File: src/rtl/mem_access_unit_pkg.sv
`default_nettype none
// +----------------------------------------------------------------------------+
// | Module   : mem_access_unit_pkg                                             |
// | Purpose  : Shared types and defaults for the load/store unit: FSM state    |
// |            encoding, request opcode struct, default widths/depth, and a    |
// |            helper that flags malformed requests.                           |
// | Revision : 1.0 - initial release                                           |
// +----------------------------------------------------------------------------+
package mem_access_unit_pkg;

  localparam int DATA_W_DEF    = 32;
  localparam int ADDR_W_DEF    = 32;
  localparam int OFF_W_DEF     = 16;
  localparam int MEM_DEPTH_DEF = 256;

  typedef enum logic [2:0] {
    ST_IDLE  = 3'd0,
    ST_CALC  = 3'd1,
    ST_READ  = 3'd2,
    ST_WRITE = 3'd3,
    ST_DONE  = 3'd4
  } state_t;

  typedef struct packed {
    logic is_load;
    logic is_store;
  } op_t;

  // A request must be exactly one of load or store.
  function automatic logic op_invalid(input op_t op);
    return op.is_load == op.is_store;
  endfunction

endpackage
`default_nettype wire

File: src/rtl/mem_access_unit_if.sv
`default_nettype none
// +----------------------------------------------------------------------------+
// | Module   : mem_access_unit_if                                              |
// | Purpose  : Data-memory bus between the load/store unit (master) and        |
// |            Data_memory (slave).                                            |
// | Signals  : mem_addr     word address to memory                            |
// |            mem_data_in  store data to memory                              |
// |            MemRd/MemWr  read / write strobes                              |
// |            mem_data_out read data from memory                             |
// | Revision : 1.0 - initial release                                           |
// +----------------------------------------------------------------------------+
interface mem_access_unit_if #(
  parameter int ADDR_W = 32,
  parameter int DATA_W = 32
) ();

  logic [ADDR_W-1:0] mem_addr;
  logic [DATA_W-1:0] mem_data_in;
  logic [DATA_W-1:0] mem_data_out;
  logic              MemRd;
  logic              MemWr;

  modport master (
    output mem_addr,
    output mem_data_in,
    output MemRd,
    output MemWr,
    input  mem_data_out
  );

  modport slave (
    input  mem_addr,
    input  mem_data_in,
    input  MemRd,
    input  MemWr,
    output mem_data_out
  );

endinterface
`default_nettype wire

File: src/rtl/mem_access_unit_ea_calc.sv
`default_nettype none
// +----------------------------------------------------------------------------+
// | Module   : ea_calc                                                         |
// | Purpose  : Effective-address generation: base + sign-extended offset       |
// |            (wraps modulo 2^ADDR_W) plus an out-of-range flag.              |
// | Ports    : base   in  ADDR_W  base register value                          |
// |            offset in  OFF_W   signed immediate                             |
// |            ea     out ADDR_W  effective address                            |
// |            oob    out 1       ea >= MEM_DEPTH                              |
// | Revision : 1.0 - initial release                                           |
// +----------------------------------------------------------------------------+
module ea_calc #(
  parameter int ADDR_W    = 32,
  parameter int OFF_W     = 16,
  parameter int MEM_DEPTH = 256
) (
  input  wire logic [ADDR_W-1:0] base,
  input  wire logic [OFF_W-1:0]  offset,
  output logic      [ADDR_W-1:0] ea,
  output logic                   oob
);

  localparam logic [ADDR_W-1:0] DEPTH = ADDR_W'(MEM_DEPTH);

  logic [ADDR_W-1:0] off_sext;

  assign off_sext = {{(ADDR_W-OFF_W){offset[OFF_W-1]}}, offset};
  assign ea       = base + off_sext;
  assign oob      = (ea >= DEPTH);

endmodule
`default_nettype wire

File: src/rtl/mem_access_unit.sv
`default_nettype none
// +----------------------------------------------------------------------------+
// | Module   : mem_access_unit                                                 |
// | Purpose  : Load/store initiator for the data memory. Accepts one request   |
// |            per start pulse, bounds-checks the effective address, runs the  |
// |            memory access over several cycles and signals completion with a |
// |            one-cycle done pulse (fault set when no access was made).       |
// | Ports    : clk, rst_n           clock, async active-low reset              |
// |            start/is_load/is_store/base/offset/wdata  request (IDLE only)   |
// |            busy/done/fault/load_data                 status and result     |
// |            mem                  data-memory bus (master modport)           |
// | Revision : 1.0 - initial release                                           |
// +----------------------------------------------------------------------------+
module mem_access_unit
  import mem_access_unit_pkg::*;
#(
  parameter int DATA_W     = DATA_W_DEF,
  parameter int ADDR_W     = ADDR_W_DEF,
  parameter int OFF_W      = OFF_W_DEF,
  parameter int MEM_DEPTH  = MEM_DEPTH_DEF,
  parameter int RD_LATENCY = 1
) (
  input  wire logic              clk,
  input  wire logic              rst_n,
  input  wire logic              start,
  input  wire logic              is_load,
  input  wire logic              is_store,
  input  wire logic [ADDR_W-1:0] base,
  input  wire logic [OFF_W-1:0]  offset,
  input  wire logic [DATA_W-1:0] wdata,
  output logic                   busy,
  output logic                   done,
  output logic                   fault,
  output logic      [DATA_W-1:0] load_data,
  mem_access_unit_if.master      mem
);

  localparam int               CNT_W   = (RD_LATENCY > 1) ? $clog2(RD_LATENCY) : 1;
  localparam logic [CNT_W-1:0] RD_LAST = CNT_W'(RD_LATENCY - 1);

  state_t            state;
  state_t            state_nx;
  op_t               op_q;
  logic [DATA_W-1:0] wdata_q;
  logic [ADDR_W-1:0] ea_q;
  logic              oob_q;
  logic              fault_q;
  logic [CNT_W-1:0]  rd_cnt;

  logic [ADDR_W-1:0] ea_w;
  logic              oob_w;
  logic              accept;
  logic              rd_last;
  logic              bad_req;

  ea_calc #(
    .ADDR_W    (ADDR_W),
    .OFF_W     (OFF_W),
    .MEM_DEPTH (MEM_DEPTH)
  ) u_ea_calc (
    .base   (base),
    .offset (offset),
    .ea     (ea_w),
    .oob    (oob_w)
  );

  assign accept  = (state == ST_IDLE) && start;
  assign rd_last = (rd_cnt == RD_LAST);
  assign bad_req = op_invalid(op_q) || oob_q;

  always_ff @(posedge clk or negedge rst_n) begin
    if (!rst_n) begin
      state <= ST_IDLE;
    end else begin
      state <= state_nx;
    end
  end

  // Strobes and status decode from state only, so no input can reach
  // MemRd/MemWr combinationally; the async reset of state drops them at once.
  always_comb begin
    state_nx        = state;
    busy            = (state != ST_IDLE);
    done            = (state == ST_DONE);
    fault           = (state == ST_DONE) && fault_q;
    mem.MemRd       = (state == ST_READ);
    mem.MemWr       = (state == ST_WRITE);
    mem.mem_addr    = ea_q;
    mem.mem_data_in = '0;
    case (state)
      ST_IDLE:  if (start) state_nx = ST_CALC;
      ST_CALC: begin
        if (bad_req)              state_nx = ST_DONE;
        else if (op_q.is_load)    state_nx = ST_READ;
        else                      state_nx = ST_WRITE;
      end
      ST_READ:  if (rd_last) state_nx = ST_DONE;
      ST_WRITE: begin
        mem.mem_data_in = wdata_q;
        state_nx        = ST_DONE;
      end
      ST_DONE:  state_nx = ST_IDLE;
      default:  state_nx = ST_IDLE;
    endcase
  end

  always_ff @(posedge clk or negedge rst_n) begin
    if (!rst_n) begin
      op_q      <= '0;
      wdata_q   <= '0;
      ea_q      <= '0;
      oob_q     <= 1'b0;
      fault_q   <= 1'b0;
      rd_cnt    <= '0;
      load_data <= '0;
    end else begin
      // Request fields are captured only on acceptance; later input activity
      // has no effect until the unit is back in IDLE.
      if (accept) begin
        op_q    <= {is_load, is_store};
        wdata_q <= wdata;
        ea_q    <= ea_w;
        oob_q   <= oob_w;
      end
      if (state == ST_CALC) begin
        fault_q <= bad_req;
      end
      // rd_cnt marks which MemRd cycle we are in; the last one captures data.
      if (state == ST_READ) begin
        rd_cnt <= rd_last ? '0 : rd_cnt + CNT_W'(1);
        if (rd_last) begin
          load_data <= mem.mem_data_out;
        end
      end else begin
        rd_cnt <= '0;
      end
    end
  end

endmodule
`default_nettype wire
File: src/flat_wrapper.sv
// flat-port wrapper written by rule: the top's interface ports become plain ports
module mem_access_unit_flat import mem_access_unit_pkg::*;
#(
  parameter int DATA_W     = DATA_W_DEF,
  parameter int ADDR_W     = ADDR_W_DEF,
  parameter int OFF_W      = OFF_W_DEF,
  parameter int MEM_DEPTH  = MEM_DEPTH_DEF,
  parameter int RD_LATENCY = 1
)
  (clk, rst_n, start, is_load, is_store, base, offset, wdata, busy, done, fault, load_data, mem_mem_addr, mem_mem_data_in, mem_MemRd, mem_MemWr, mem_mem_data_out);
  mem_access_unit_if #(.ADDR_W(ADDR_W), .DATA_W(DATA_W)) mem_i ();
  input  wire logic clk;
  input  wire logic rst_n;
  input  wire logic start;
  input  wire logic is_load;
  input  wire logic is_store;
  input  wire logic [ADDR_W-1:0] base;
  input  wire logic [OFF_W-1:0] offset;
  input  wire logic [DATA_W-1:0] wdata;
  output logic busy;
  output logic done;
  output logic fault;
  output logic      [DATA_W-1:0] load_data;
  output wire logic [$bits(mem_i.mem_addr)-1:0] mem_mem_addr;
  output wire logic [$bits(mem_i.mem_data_in)-1:0] mem_mem_data_in;
  output wire logic [$bits(mem_i.MemRd)-1:0] mem_MemRd;
  output wire logic [$bits(mem_i.MemWr)-1:0] mem_MemWr;
  input wire logic [$bits(mem_i.mem_data_out)-1:0] mem_mem_data_out;
  assign mem_mem_addr = mem_i.mem_addr;
  assign mem_mem_data_in = mem_i.mem_data_in;
  assign mem_MemRd = mem_i.MemRd;
  assign mem_MemWr = mem_i.MemWr;
  assign mem_i.mem_data_out = mem_mem_data_out;
  mem_access_unit #(.DATA_W(DATA_W), .ADDR_W(ADDR_W), .OFF_W(OFF_W), .MEM_DEPTH(MEM_DEPTH), .RD_LATENCY(RD_LATENCY)) u_core (.clk(clk), .rst_n(rst_n), .start(start), .is_load(is_load), .is_store(is_store), .base(base), .offset(offset), .wdata(wdata), .busy(busy), .done(done), .fault(fault), .load_data(load_data), .mem(mem_i));
endmodule
File: config.mk
export PLATFORM = sky130hd
export DESIGN_NAME = mem_access_unit_flat
export DESIGN_NICKNAME = d
export VERILOG_FILES = /design/src/rtl/mem_access_unit_pkg.sv /design/src/rtl/mem_access_unit_if.sv /design/src/rtl/mem_access_unit_ea_calc.sv /design/src/rtl/mem_access_unit.sv /design/src/flat_wrapper.sv
export SDC_FILE = /design/constraint.sdc
export NUM_CORES = 1
export LEC_CHECK = 0
export CORE_ASPECT_RATIO = 1.75
export CORE_MARGIN = 4
export CORE_UTILIZATION = 46
export CTS_CLUSTER_DIAMETER = 60
export CTS_CLUSTER_SIZE = 14
export DETAILED_ROUTE_END_ITERATION = 8
export PLACE_DENSITY_LB_ADDON = 0.25
export SLEW_MARGIN = 20
export SYNTH_ARGS = -nofsm -noshare
export SYNTH_HDL_FRONTEND = slang
export SYNTH_SLANG_ARGS = --single-unit
File: constraint.sdc
create_clock -name clk -period 2.2 [get_ports clk]
set_clock_uncertainty 0.1 [all_clocks]
set_input_delay 0.55 -clock clk [delete_from_list [all_inputs] [get_ports clk]]
set_output_delay 0.55 -clock clk [all_outputs]
set_load 0.1 [all_outputs]
==> impl_results.md, run 1 <==
- Reg2Reg Setup Slack: 60 ps
- Worst Hold Class: input port to async pin
- Global-route usage over all layers: 33.9%
- Cell Area, Synth: 6000 um2
- RR Endpoint: u_core.load_data[7]
- Post-layout min period: 3030 ps
- Post-route design area: 11,600 um2
- Remaining antenna violation count: 0
- Number of fill cells in the layout: 473
- Syn. warnings: 0
- Combinational share of power: 56.9%
- Failing checks: setup timing
- 1st-pass router iterations: 5
- # rows: 55
- Seq. cell area: 2580 um2
- Total gr overflow: 0
- Post-layout nets: 1,173
- DRC Markers: 0
- Vias per cell: 5.93
- Total routed wirelength: 28,400 um
- Pre-CTS setup slack: -1510 ps
- Clock Path Buffers: 2
- Pin count of the biggest net entering global routing: 80
- Flops & latches, synth: 103
- First DRT Iteration DRCs: 419
- DR vias: 7,121
- Required @ worst endpoint: 2330 ps
- CP Depth: 11
- Final Util: 90.4%
- Most common cell in the netlist: nand2_1
- Post-synth EDFFs: 0
- RSZ-0062 raised after global routing: true
- Sw Share: 49.2%
- Largest family of logic cells by synthesized area: simple AND/OR/NAND/NOR gates
- Cell Area, Placed: 10,100 um2
- Clock power frac: 15.6%
- Worst path max stage delay: 400 ps
- FMAX: 330 MHz
- Reg-to-reg startpoint: u_core.state[1]
- P&R area growth vs syn: 93.9%
- Fin. max-slew vios: 0
- Final WS setup: -833 ps
- Vias in the first global route: 7,402
- CORE AREA: 12,900 um2
- Crit path max-delay cell type: a2111oi_4
- Area contributors post-synth: dfrtp_1 43%, nand2_1 11%, mux2_2 7.1%
- Crit-path cells: buf_6, ha_4, a21o_1, a221o_1, a21oi_4, a211oi_4, or3_4, a2111oi_4, nand4_1, nor4_2, a21oi_1
- Fin Hold WS: 56.0 ps
- Crit Path Max Fanout: 4
- Post-detail-place hpwl: 16,800 um
- First-pass GRT wire length: 39,500 um
- Primary FF master, synth: dfrtp_1
- Crit. End Element: flop
- Commonest cells post-synth: 168 x nand2_1, 103 x dfrtp_1, 38 x mux2_2, 37 x and2_1
- Run status: complete, but fails checks
- Endpoints failing hold: 0
- H-tree depth: 3
- Clock sink total: 103
- CTS tree: done
- Mean Syn Cell Area: 9.10 um2
- Async SR Flop Fraction: 100%
- Fin crit share: 138%
- Register-to-Register Path Depth: 6
- Total Die Area: 15,000 um2
- Syn nets: 808
- Clock-pin transition on the worst setup and hold timing paths: 80 ps
- Yosys top cell by area: dfrtp_1
- GP Congestion: 0.889
- Pint: 5.43 mW
- Initial Utilization: 46.6%
- Final setup fails: 52
- Psw: 5.26 mW
- Setup crit start kind: input port
- Sequential fraction of the synthesis area: 43.0%
- Wirelength per Cell: 23.7 um
- PortBufs: 217
- Multi-input logic area: 4420 um2
- Top cell type's share of synthesized area: 43.0%
- Pwr Density: 919 nW/um2
- Post-synthesis xor/xnor area fraction: 2.92%
- VDD IR max: 0.846 mV
- Die Y: 159 um
- Critical Path AT: 3160 ps
- Post-synthesis compound-gate area fraction: 15.7%
- Post-synthesis cell type count: 56
- Cell family contributing the most delay on the critical path: compound AO/OA/AOI/OAI gates
- Pleak: 5.36 nW
- Initial antenna violation count: 0
- Share of cells above drive strength 1: 51.0%
- CTS root buf: clkbuf_16
- Power share of the sequential group: 27.5%
- Post-synthesis mux area share: 7.47%
- Clock Latency Late Sink: 350 ps
- Slew @ Worst Pin: 502 ps
- Num CTS Buffers: 9
- Slew HR: 66.5%
- Ports: 218
- Worst Setup Path Type: input port to flop
- Die W: 94.3 um
- Mapped Cells: 659
- Worst Path Buf+Inv: 1
- Adder-Cell Fraction of Synth Area: 6.80%
- Max-Cap Viols: 0
- Synth Area in Simple Gates: 21.1%
[layout make-up]
| type | instances | share of cell area, % |
|---|---|---|
| clock buffers | 10 | 2.05 |
| clock inverters | 6 | 0.656 |
| diodes | 1 | 0.0215 |
| inverters | 14 | 0.495 |
| flip-flops and latches | 103 | 22.2 |
| multi-input cells | 511 | 38.0 |
| well taps | 171 | 1.84 |
| repair buffers | 385 | 34.7 |
[power groups by stage]
stage	clock (mW)	combinational (mW)	sequential, mW
after floorplan	0	1.20	5.06
after global placement	0	5.35	2.84
after detailed placement	0	5.45	2.87
after CTS	1.68	5.72	2.88
after global routing	1.77	6.28	2.97
final	1.67	6.08	2.94
[timing repair]
item	in CTS	in global routing
hold buffers	0	0
gates resized for setup	277	64
setup buffers	31	22
endpoints found under the hold margin	0	0
setup endpoints to repair	62	57
gates cloned	4	0
pin swaps	101	50
[state kept, by name, summed over array words and instances, names as in the netlist]
register	flops
u_core.mem.mem_addr	32
u_core.op_q	2
u_core.state	3
u_core.fault_q	1
u_core.wdata_q	32
u_core.load_data	32
u_core.oob_q	1
[through the flow]
| step | instances | setup TNS, ps | power (mW) |
|---|---|---|---|
| final | 1201 | -9560 | 10.7 |
| after global routing | 1200 | -11830 | 11.0 |
| after CTS | 1189 | -9320 | 10.3 |
| after detailed placement | 1142 | -24060 | 8.33 |
| after global placement | 1142 | -22710 | 8.19 |
| after floorplan | 659 | -4130 | 6.25 |
[metal layers]
| layer | routed length, um | global-route usage [%] | vias to the layer above |
|---|---|---|---|
| met5 | 0 | 0 | - |
| met4 | 2150 | 20.3 | 0 |
| met3 | 1950 | 6.57 | 163 |
| met2 | 15700 | 64.0 | 437 |
| met1 | 8610 | 32.6 | 3492 |
| li1 | - | - | 3029 |
[logic make-up after synthesis]
group,after synthesis
and+or+nand+nor,277
AOI/OAI and AO/OA,142
DFF,103
buffers and inverters,45
muxes,40
adders and majority gates,32
xor gates and xnor gates,20
[cells in the final DEF (no fill, tap or decap), types with 13 or more instances in the layout]
cell / count
nor2_1: 13
a21oi_1: 13
buf_4: 178
o21ai_0: 15
clkdlybuf4s50_1: 75
a21o_1: 13
buf_6: 38
buf_12: 64
ha_4: 27
a21oi_4: 14
mux2_2: 34
and2_4: 34
nand2_1: 158
dfrtp_1: 101
[worst max-delay path by stage]
stage	startpoint	endpoint	slack (ps)
floorplan	offset[8]	u_core.oob_q	-790
global placement	offset[6]	u_core.oob_q	-1450
detailed placement	offset[0]	u_core.oob_q	-1510
CTS	base[7]	u_core.oob_q	-690
global route	offset[1]	u_core.oob_q	-920
finish	base[8]	u_core.oob_q	-830
Note: power is estimated with default switching activity, not from simulation.
==> run 2: changes to the inputs <==
--- a/config.mk
+++ b/config.mk
@@ -8,6 +8,7 @@
 export CORE_ASPECT_RATIO = 1.75
 export CORE_MARGIN = 4
 export CORE_UTILIZATION = 46
+export CTS_BUF_LIST = sky130_fd_sc_hd__clkbuf_16
 export CTS_CLUSTER_DIAMETER = 60
 export CTS_CLUSTER_SIZE = 14
 export DETAILED_ROUTE_END_ITERATION = 8
==> run 2 against run 1 <==
The flow still finishes with violations (setup timing); sequential power about the same; sequential cell count is the same; hold slack better by 4.4 ps; first-iteration DRC count is 36% higher; cell count up 1.0%; via count up 3.7%; routed wire length is 9.6% higher; design area up 1.6%; worst setup slack worse by 150 ps; count of clock-buffer cells in the layout is 1 lower; largest power group unchanged.
==> impl_results.md, run 2 (synthesis results as in run 1) <==
- Slew HR: 65.7%
- CTS tree: done
- DR vias: 7,385
- Global-route usage over all layers: 34.7%
- Pre-CTS setup slack: -1510 ps
- Post-detail-place hpwl: 16,800 um
- Post-Place Cells: 1,142
- Critical Path AT: 3310 ps
- Slew @ Worst Pin: 515 ps
- Crit. End Element: flop
- Worst Setup Path Type: input port to flop
- Wirelength per Cell: 25.7 um
- Total routed wirelength: 31,200 um
- GP Congestion: 0.889
- Final setup fails: 57
- Share of cells above drive strength 1: 52.1%
- # rows: 55
- Clock sink total: 103
- Post-layout min period: 3180 ps
- Required @ worst endpoint: 2330 ps
- Cell family contributing the most delay on the critical path: compound AO/OA/AOI/OAI gates
- CORE AREA: 12,900 um2
- Pleak: 5.44 nW
- Clock Path Buffers: 2
- Number of fill cells in the layout: 459
- P&R area growth vs syn: 97.0%
- PortBufs: 217
- Die Y: 159 um
- Fin Setup TNS: -11,060 ps
- Clock Latency Late Sink: 350 ps
- Remaining antenna violation count: 0
- DRC Markers: 0
- Vias in the first global route: 7,570
- 1st-pass router iterations: 5
- Reg2Reg Setup Slack: 40 ps
- Endpoints failing hold: 0
- Fin. max-slew vios: 0
- Crit Path Max Fanout: 4
- VDD IR max: 1.05 mV
- RSZ-0062 raised after global routing: true
- Failing checks: setup timing
- H-tree depth: 3
- Clock-pin transition on the worst setup and hold timing paths: 80 ps
- Total gr overflow: 0
- Setup crit start kind: input port
- Crit path max-delay cell type: a2111oi_4
- Worst Path Buf+Inv: 1
- Initial Utilization: 46.6%
- Vias per cell: 6.09
- Fin crit share: 145%
- Initial antenna violation count: 1
- Design Power: 10.9 mW
- CTS root buf: clkbuf_16
- First-pass GRT wire length: 40,500 um
- First DRT Iteration DRCs: 568
- Pwr Density: 918 nW/um2
- Most frequent cells in the layout: 185 x buf_4, 157 x nand2_1, 101 x dfrtp_1
- Number of hold buffers added after cts: 0
- Die W: 94.3 um
- Worst path max stage delay: 470 ps
- Post-layout nets: 1,185
- Crit-path cells: buf_6, ha_4, a21o_1, a221o_1, a21oi_4, a211oi_4, or3_4, a2111oi_4, nand4_1, nor4_2, a21oi_1
- Ports: 218
- Num CTS Buffers: 9
- Worst Hold Class: input port to async pin
- Max-Cap Viols: 0
- Final instance count without filler cells: 1,213
- Pin count of the biggest net entering global routing: 80
- Final WS setup: -981 ps
- FMAX: 314 MHz
- Total Die Area: 15,000 um2
- Leading cell type in the layout, fill and taps excluded: buf_4
- Run status: complete, but fails checks
==> run 2: where the power goes <==
group          total (mW)  internal (mW)  switching [mW]
Sequential           2.96           2.44           0.520
Combinational        6.24           2.10            4.13
Clock                1.66          0.898           0.766
==> run 2: worst register-to-register path, stage by stage (launching register included) <==
cell and delay (ps):
dfrtp_2 450, buf_4 160, nor3_4 220, buf_6 150
and2_2 410, buf_4 350, nand2_1 130, nand2_1 120
==> run 2: area by class of cell <==
| cell class | instances | area, um2 | area share (%) |
|---|---|---|---|
| well taps | 171 | 214 | 1.81 |
| flip-flops and latches | 103 | 2580 | 21.8 |
| clock buffers | 9 | 225 | 1.91 |
| clock inverters | 7 | 80.1 | 0.678 |
| diodes | 1 | 2.50 | 0.0212 |
| inverters | 14 | 55.1 | 0.466 |
| repair buffers | 397 | 4180 | 35.4 |
| multi-input cells | 511 | 4480 | 37.9 |
==> run 2: final timing paths <==
check,endpoint,cells past startpoint,startpoint
setup / recovery,u_core.oob_q,11,base[8]
setup reg to reg,u_core.wdata_q[22],7,u_core.state[0]
hold reg to reg,u_core.mem.mem_addr[6],2,u_core.mem.mem_addr[6]
hold / removal,u_core.load_data[0],1,rst_n
max in group asynchronous,u_core.state[2],2,rst_n
min in group clk,u_core.mem.mem_addr[6],2,u_core.mem.mem_addr[6]
==> run 2: per-stage QoR <==
stage | hold slack, ps | util [%] | cell area (um2)
floorplan | 154 | - | 6420
global placement | 349 | 78.3 | 10100
detailed placement | 357 | 78.3 | 10100
CTS | 68.4 | 87.9 | 11300
global route | 89.6 | 91.8 | 11800
finish | 60.4 | 91.8 | 11800
==> run 2: per-layer routing <==
metal | global-route usage (%) | wire length, um | up-vias
met2 | 64.7 | 16600 | 569
met4 | 20.2 | 2740 | 0
met3 | 5.96 | 2360 | 207
li1 | - | - | 3046
met5 | 0 | 0 | -
met1 | 34.7 | 9510 | 3563
==> run 2: repair_timing <==
item,CTS,global route
resized for setup,276,82
cloned,4,0
endpoints found under the setup margin,62,73
setup buffers,31,36
pin swaps,103,53
==> run 3: changes to the inputs <==
--- a/config.mk
+++ b/config.mk
@@ -10,7 +10,7 @@
 export CORE_UTILIZATION = 46
 export CTS_BUF_LIST = sky130_fd_sc_hd__clkbuf_16
 export CTS_CLUSTER_DIAMETER = 60
-export CTS_CLUSTER_SIZE = 14
+export CTS_CLUSTER_SIZE = 28
 export DETAILED_ROUTE_END_ITERATION = 8
 export PLACE_DENSITY_LB_ADDON = 0.25
 export SLEW_MARGIN = 20
==> results of run 3 <==
Final layout, timing and power as in run 2 (identical DEF).
